## src/rtl/barrel_shift_pkg.sv

```systemverilog
// barrel_shift_pkg: operation encodings and helpers shared by the barrel shifter pipeline
package barrel_shift_pkg;

    typedef enum logic [1:0] {
        OP_ROR = 2'b00,
        OP_ROL = 2'b01,
        OP_SRL = 2'b10,
        OP_SRA = 2'b11
    } shift_op_t;

    // Logical and arithmetic shifts fill vacated MSBs; both rotates wrap the LSBs around.
    function automatic logic is_shift(shift_op_t op);
        return op inside {OP_SRL, OP_SRA};
    endfunction

endpackage

```

## src/rtl/barrel_shift_pipe_stage.sv

```systemverilog
// shift_stage: one pipeline level of the barrel shifter, a conditional 2^K right move plus its register
// Ports: clk, rst_n (async, active-low), advance (pipeline enable),
//        in_* (record from the previous level), out_* (this level's registered record).
module shift_stage
    import barrel_shift_pkg::*;
#(
    parameter int WIDTH = 16,
    parameter int K     = 0,
    parameter int SHW   = $clog2(WIDTH)
) (
    input  logic             clk,
    input  logic             rst_n,
    input  logic             advance,
    input  logic             in_valid,
    input  logic [WIDTH-1:0] in_data,
    input  logic [SHW-1:0]   in_amt,
    input  shift_op_t        in_op,
    input  logic             in_fill,
    output logic             out_valid,
    output logic [WIDTH-1:0] out_data,
    output logic [SHW-1:0]   out_amt,
    output shift_op_t        out_op,
    output logic             out_fill
);
    localparam int S = 1 << K;

    typedef struct packed {
        logic             valid;
        logic [WIDTH-1:0] data;
        logic [SHW-1:0]   amt;
        shift_op_t        op;
        logic             fill;
    } stage_t;

    stage_t           q;
    logic [WIDTH-1:0] moved;

    always_comb
        moved = !in_amt[K]       ? in_data :
                is_shift(in_op)  ? {{S{in_fill}}, in_data[WIDTH-1:S]} :
                                   {in_data[S-1:0], in_data[WIDTH-1:S]};

    // Bubbles advance with everything else so the level spacing never changes.
    always_ff @(posedge clk or negedge rst_n)
        if (!rst_n)
            q <= '0;
        else if (advance)
            q <= '{valid: in_valid, data: moved, amt: in_amt, op: in_op, fill: in_fill};

    assign out_valid = q.valid;
    assign out_data  = q.data;
    assign out_amt   = q.amt;
    assign out_op    = q.op;
    assign out_fill  = q.fill;
endmodule

```

## src/rtl/barrel_shift_pipe.sv

```systemverilog
// barrel_shift_pipe: pipelined rotate/shift unit (ROR, ROL, SRL, SRA) with valid/ready handshake
// Ports: clk, rst_n (async, active-low);
//        in_valid/in_ready/in_data/in_amt/in_op  operand side;
//        out_valid/out_ready/out_data/out_zero   result side, out_zero = (out_data == 0).
module barrel_shift_pipe
    import barrel_shift_pkg::*;
#(
    parameter int WIDTH = 16,
    parameter int SHW   = $clog2(WIDTH)
) (
    input  logic             clk,
    input  logic             rst_n,
    input  logic             in_valid,
    output logic             in_ready,
    input  logic [WIDTH-1:0] in_data,
    input  logic [SHW-1:0]   in_amt,
    input  shift_op_t        in_op,
    output logic             out_valid,
    input  logic             out_ready,
    output logic [WIDTH-1:0] out_data,
    output logic             out_zero
);
    logic                        advance;
    logic [SHW:0]                v;
    logic [SHW:0]                f;
    logic [SHW:0][WIDTH-1:0]     d;
    logic [SHW:0][SHW-1:0]       a;
    shift_op_t [SHW:0]           o;
    logic                        unused;

    assign advance  = out_ready || !out_valid;
    assign in_ready = advance;

    // Entry record: a left rotate by n is a right rotate by (WIDTH - n) mod WIDTH,
    // which is just the SHW-bit negation of the amount.
    assign v[0] = in_valid;
    assign d[0] = in_data;
    assign a[0] = (in_op == OP_ROL) ? -in_amt : in_amt;
    assign o[0] = in_op;
    assign f[0] = (in_op == OP_SRA) && in_data[WIDTH-1];

    for (genvar k = 0; k < SHW; k++) begin : g_lvl
        shift_stage #(.WIDTH(WIDTH), .K(k), .SHW(SHW)) u_stage (
            .clk       (clk),
            .rst_n     (rst_n),
            .advance   (advance),
            .in_valid  (v[k]),
            .in_data   (d[k]),
            .in_amt    (a[k]),
            .in_op     (o[k]),
            .in_fill   (f[k]),
            .out_valid (v[k+1]),
            .out_data  (d[k+1]),
            .out_amt   (a[k+1]),
            .out_op    (o[k+1]),
            .out_fill  (f[k+1])
        );
    end

    assign out_valid = v[SHW];
    assign out_data  = d[SHW];
    assign out_zero  = ~|out_data;
    assign unused    = ^{a[SHW], o[SHW], f[SHW]};
endmodule

```

## config.mk

```make
export PLATFORM = sky130hd
export DESIGN_NAME = barrel_shift_pipe
export DESIGN_NICKNAME = d
export VERILOG_FILES = /design/src/rtl/barrel_shift_pkg.sv /design/src/rtl/barrel_shift_pipe_stage.sv /design/src/rtl/barrel_shift_pipe.sv
export SDC_FILE = /design/constraint.sdc
export NUM_CORES = 1
export LEC_CHECK = 0
export ABC_AREA = 1
export CAP_MARGIN = 20
export CORE_ASPECT_RATIO = 2
export CORE_MARGIN = 4
export CORE_UTILIZATION = 30
export CTS_CLUSTER_DIAMETER = 120
export DETAILED_ROUTE_END_ITERATION = 6
export PLACE_DENSITY_LB_ADDON = 0.15
export SLEW_MARGIN = 0
export SYNTH_ARGS = -nofsm -noshare
export SYNTH_HDL_FRONTEND = slang
export SYNTH_HIERARCHICAL = 1
export SYNTH_SLANG_ARGS = --single-unit
```

## constraint.sdc

```tcl
create_clock -name clk -period 1.8 [get_ports clk]
set_input_delay 0.45 -clock clk [delete_from_list [all_inputs] [get_ports clk]]
set_output_delay 0.45 -clock clk [all_outputs]
set_load 0.05 [all_outputs]
```

==> results.tsv <==
stage	metric	value	unit
status	status	finished, final reports clean	
detailed_routing	met3 routed WL	323	um
global_routing	All-Layer GR Usage	0.134	
synth	Mapped Cells	547	
detailed_routing	vias	3480	
floorplan	Initial Util	0.307	
setup_path	R2R Setup Slk	400	ps
setup_path	reg2reg start	g_lvl[3].u_stage/out_valid$_DFFE_PN0P_	
global_routing	maximum number of pins on one net before global-route repair	81	
clocking	clock root cell	clkbuf_16	
sta	Final Hold Fails	0	
floorplan	Die W	89.7	um
setup_path	CP required	1350	ps
floorplan	Core Rows	59	
setup_path	Arr. time, crit path	1290	ps
layout	most frequent cells in the layout	nand2_1 (248), dfrtp_1 (80), nor2_1 (62), nand3_1 (42), buf_4 (34)	
floorplan	# IOs	45	
placed_design	number of port buffers	44	
setup_path	crit path buf inv count	1	
floorplan	Core Area	0.0131	mm^2
layout	area growth from synthesis to layout	22.9	%
detailed_routing	Detail Route Antenna Nets	0	
power_and_ir_drop	Cell Pwr Density	1800	mW/mm^2
global_routing	first-pass GRT wire length	16500	um
sta	setup repair after global routing missed its margin	yes	
layout	fill count	1393	
global_routing	total gr overflow	0	
setup_path	Levels on crit path	4	
sta	Fmax	0.573	GHz
synth	Syn Nets	574	
sta	hold_ws	133	ps
sta	Worst-Margin Slew	537	ps
layout	most common cell after layout, fill and taps aside	nand2_1	
detailed_routing	number of remaining DRC errors	0	
clocking	clk sinks	80	
sta	Worst slew margin	0.642	
layout	Layout Cells excl Fill	753	
synth	synth warn	6	
worst_hold_path	Hold Path Class	input port to asynchronous set/reset pin	
setup_path	slowest CP cell	dfrtp_1	
setup_path	R2R cell count	7	
sta	Setup violations, final	0	
layout	layout cell share with drive strength beyond 1	0.121	
sta	Worst Clk Skew	8.38	ps
setup_path	crit start category	flop	
setup_path	Critical Path Source	g_lvl[3].u_stage/out_data[1]$_DFFE_PN0P_	
layout	Multi-input gate area	0.00165	mm^2
detailed_routing	Max Used Layer	met4	
detailed_routing	final WL	9980	um
detailed_routing	WL/cell	13.2	um
detailed_routing	met2 routed WL	5610	um
sta	minimum clock period after layout	1740	ps
power_and_ir_drop	Max rail drop VDD	0.000567	V
detailed_routing	Vias/cell	4.62	
detailed_routing	drt initial violations	144	
power_and_ir_drop	Leak	0.00251	uW
floorplan	Total Die Area	0.0154	mm^2
sta	fin. max-slew vios	0	
setup_path	crit-path max FO	3	
setup_path	CP delay by family, top	simple AND/OR/NAND/NOR gates	
run	max-cap violations	0	
detailed_routing	met1 wire length	3730	um
sta	final worst-path cycle share	0.969	
layout	Antenna diodes	0	
placed_design	routability cong.	0.828	
clocking	Num CTS Buffers	9	
setup_path	worst-path cell chain	nor2_1 > nand4_1 > nor2_2 > buf_12	
placed_design	Cells after DPL	731	
setup_path	Slowest Stage Delay on Critical Path	400	ps
placed_design	Final HPWL DP	7460	um
synth	synthesized area per cell	7.32	um^2
floorplan	Die H	171	um
setup_path	CP endpoint kind	output pin	
detailed_routing	DRT Pass-1 Iters	4	
layout	FF+latch area	0.00200	mm^2
clocking	Clock Latency Late Sink	340	ps
placed_design	worst slack at placement	-30.3	ps
global_routing	initial antenna violation count	0	
setup_path	CP Class	flop to output pin	
global_routing	vias in the first global route	3523	
synth	Syn Std Cell Area	0.00401	mm^2
sta	worst setup margin	55.9	ps
clocking	CTS tree	done	
clocking	clk buf depth	2	
layout	nets	623	
clocking	H-tree Lvls	3	
clocking	clock transition at the registers of the reported paths	70	ps
through the flow:
| stage | total power [uW] | setup TNS, ps | util | cell area (um^2) |
|---|---|---|---|---|
| 3_3_place_gp | 7000 | -14.4 | 0.350 | 4580 |
| 6_report | 8880 | 0 | 0.377 | 4920 |
| 5_1_grt | 9560 | -7.15 | 0.377 | 4920 |
| 2_1_floorplan | 5870 | 0 | - | 4010 |
| 3_5_place_dp | 7050 | -131 | 0.350 | 4580 |
| 4_1_cts | 8950 | 0 | 0.374 | 4890 |
per-layer routing:
layer | up-vias | GRT usage
met1 | 1610 | 0.125
met4 | 0 | 0.0661
met3 | 17 | 0.0289
met5 | - | 0
li1 | 1782 | -
met2 | 71 | 0.272
report_power, final:
group,switching [uW],internal (uW)
sequential,730,2590
clock,756,1070
combinational,2400,1320
total,3890,4990
worst paths after layout:
check,end
setup reg to reg,g_lvl[2].u_stage/out_data[12]$_DFFE_PN0P_
hold / removal,g_lvl[0].u_stage/out_data[4]$_DFFE_PN0P_
max in group asynchronous,g_lvl[0].u_stage/out_amt[3]$_DFFE_PN0P_
setup / recovery,out_zero
hold reg to reg,g_lvl[1].u_stage/out_amt[3]$_DFFE_PN0P_
min in group clk,g_lvl[1].u_stage/out_amt[3]$_DFFE_PN0P_
registers in the layout, indices dropped and copies added, names as in the netlist:
| signal | cells |
|---|---|
| g_lvl.u_stage/out_op | 3 |
| g_lvl.u_stage/out_amt | 6 |
| g_lvl.u_stage/out_data | 64 |
| g_lvl.u_stage/out_fill | 3 |
| g_lvl.u_stage/out_valid | 4 |
final cells by class:
cell class,count,area share
flip-flops and latches,80,0.407
repair buffers,65,0.129
well taps,152,0.0386
clock inverters,7,0.0145
inverters,39,0.0302
clock buffers,9,0.0458
multi-input cells,401,0.335
what timing repair did:
action                     CTS  global route
hold buffers                 0             0
setup endpoints to repair    1             2
pin swaps                    2             2
resized for setup            1             0
setup buffers                2             4
Power figures use the tool's default switching activity.
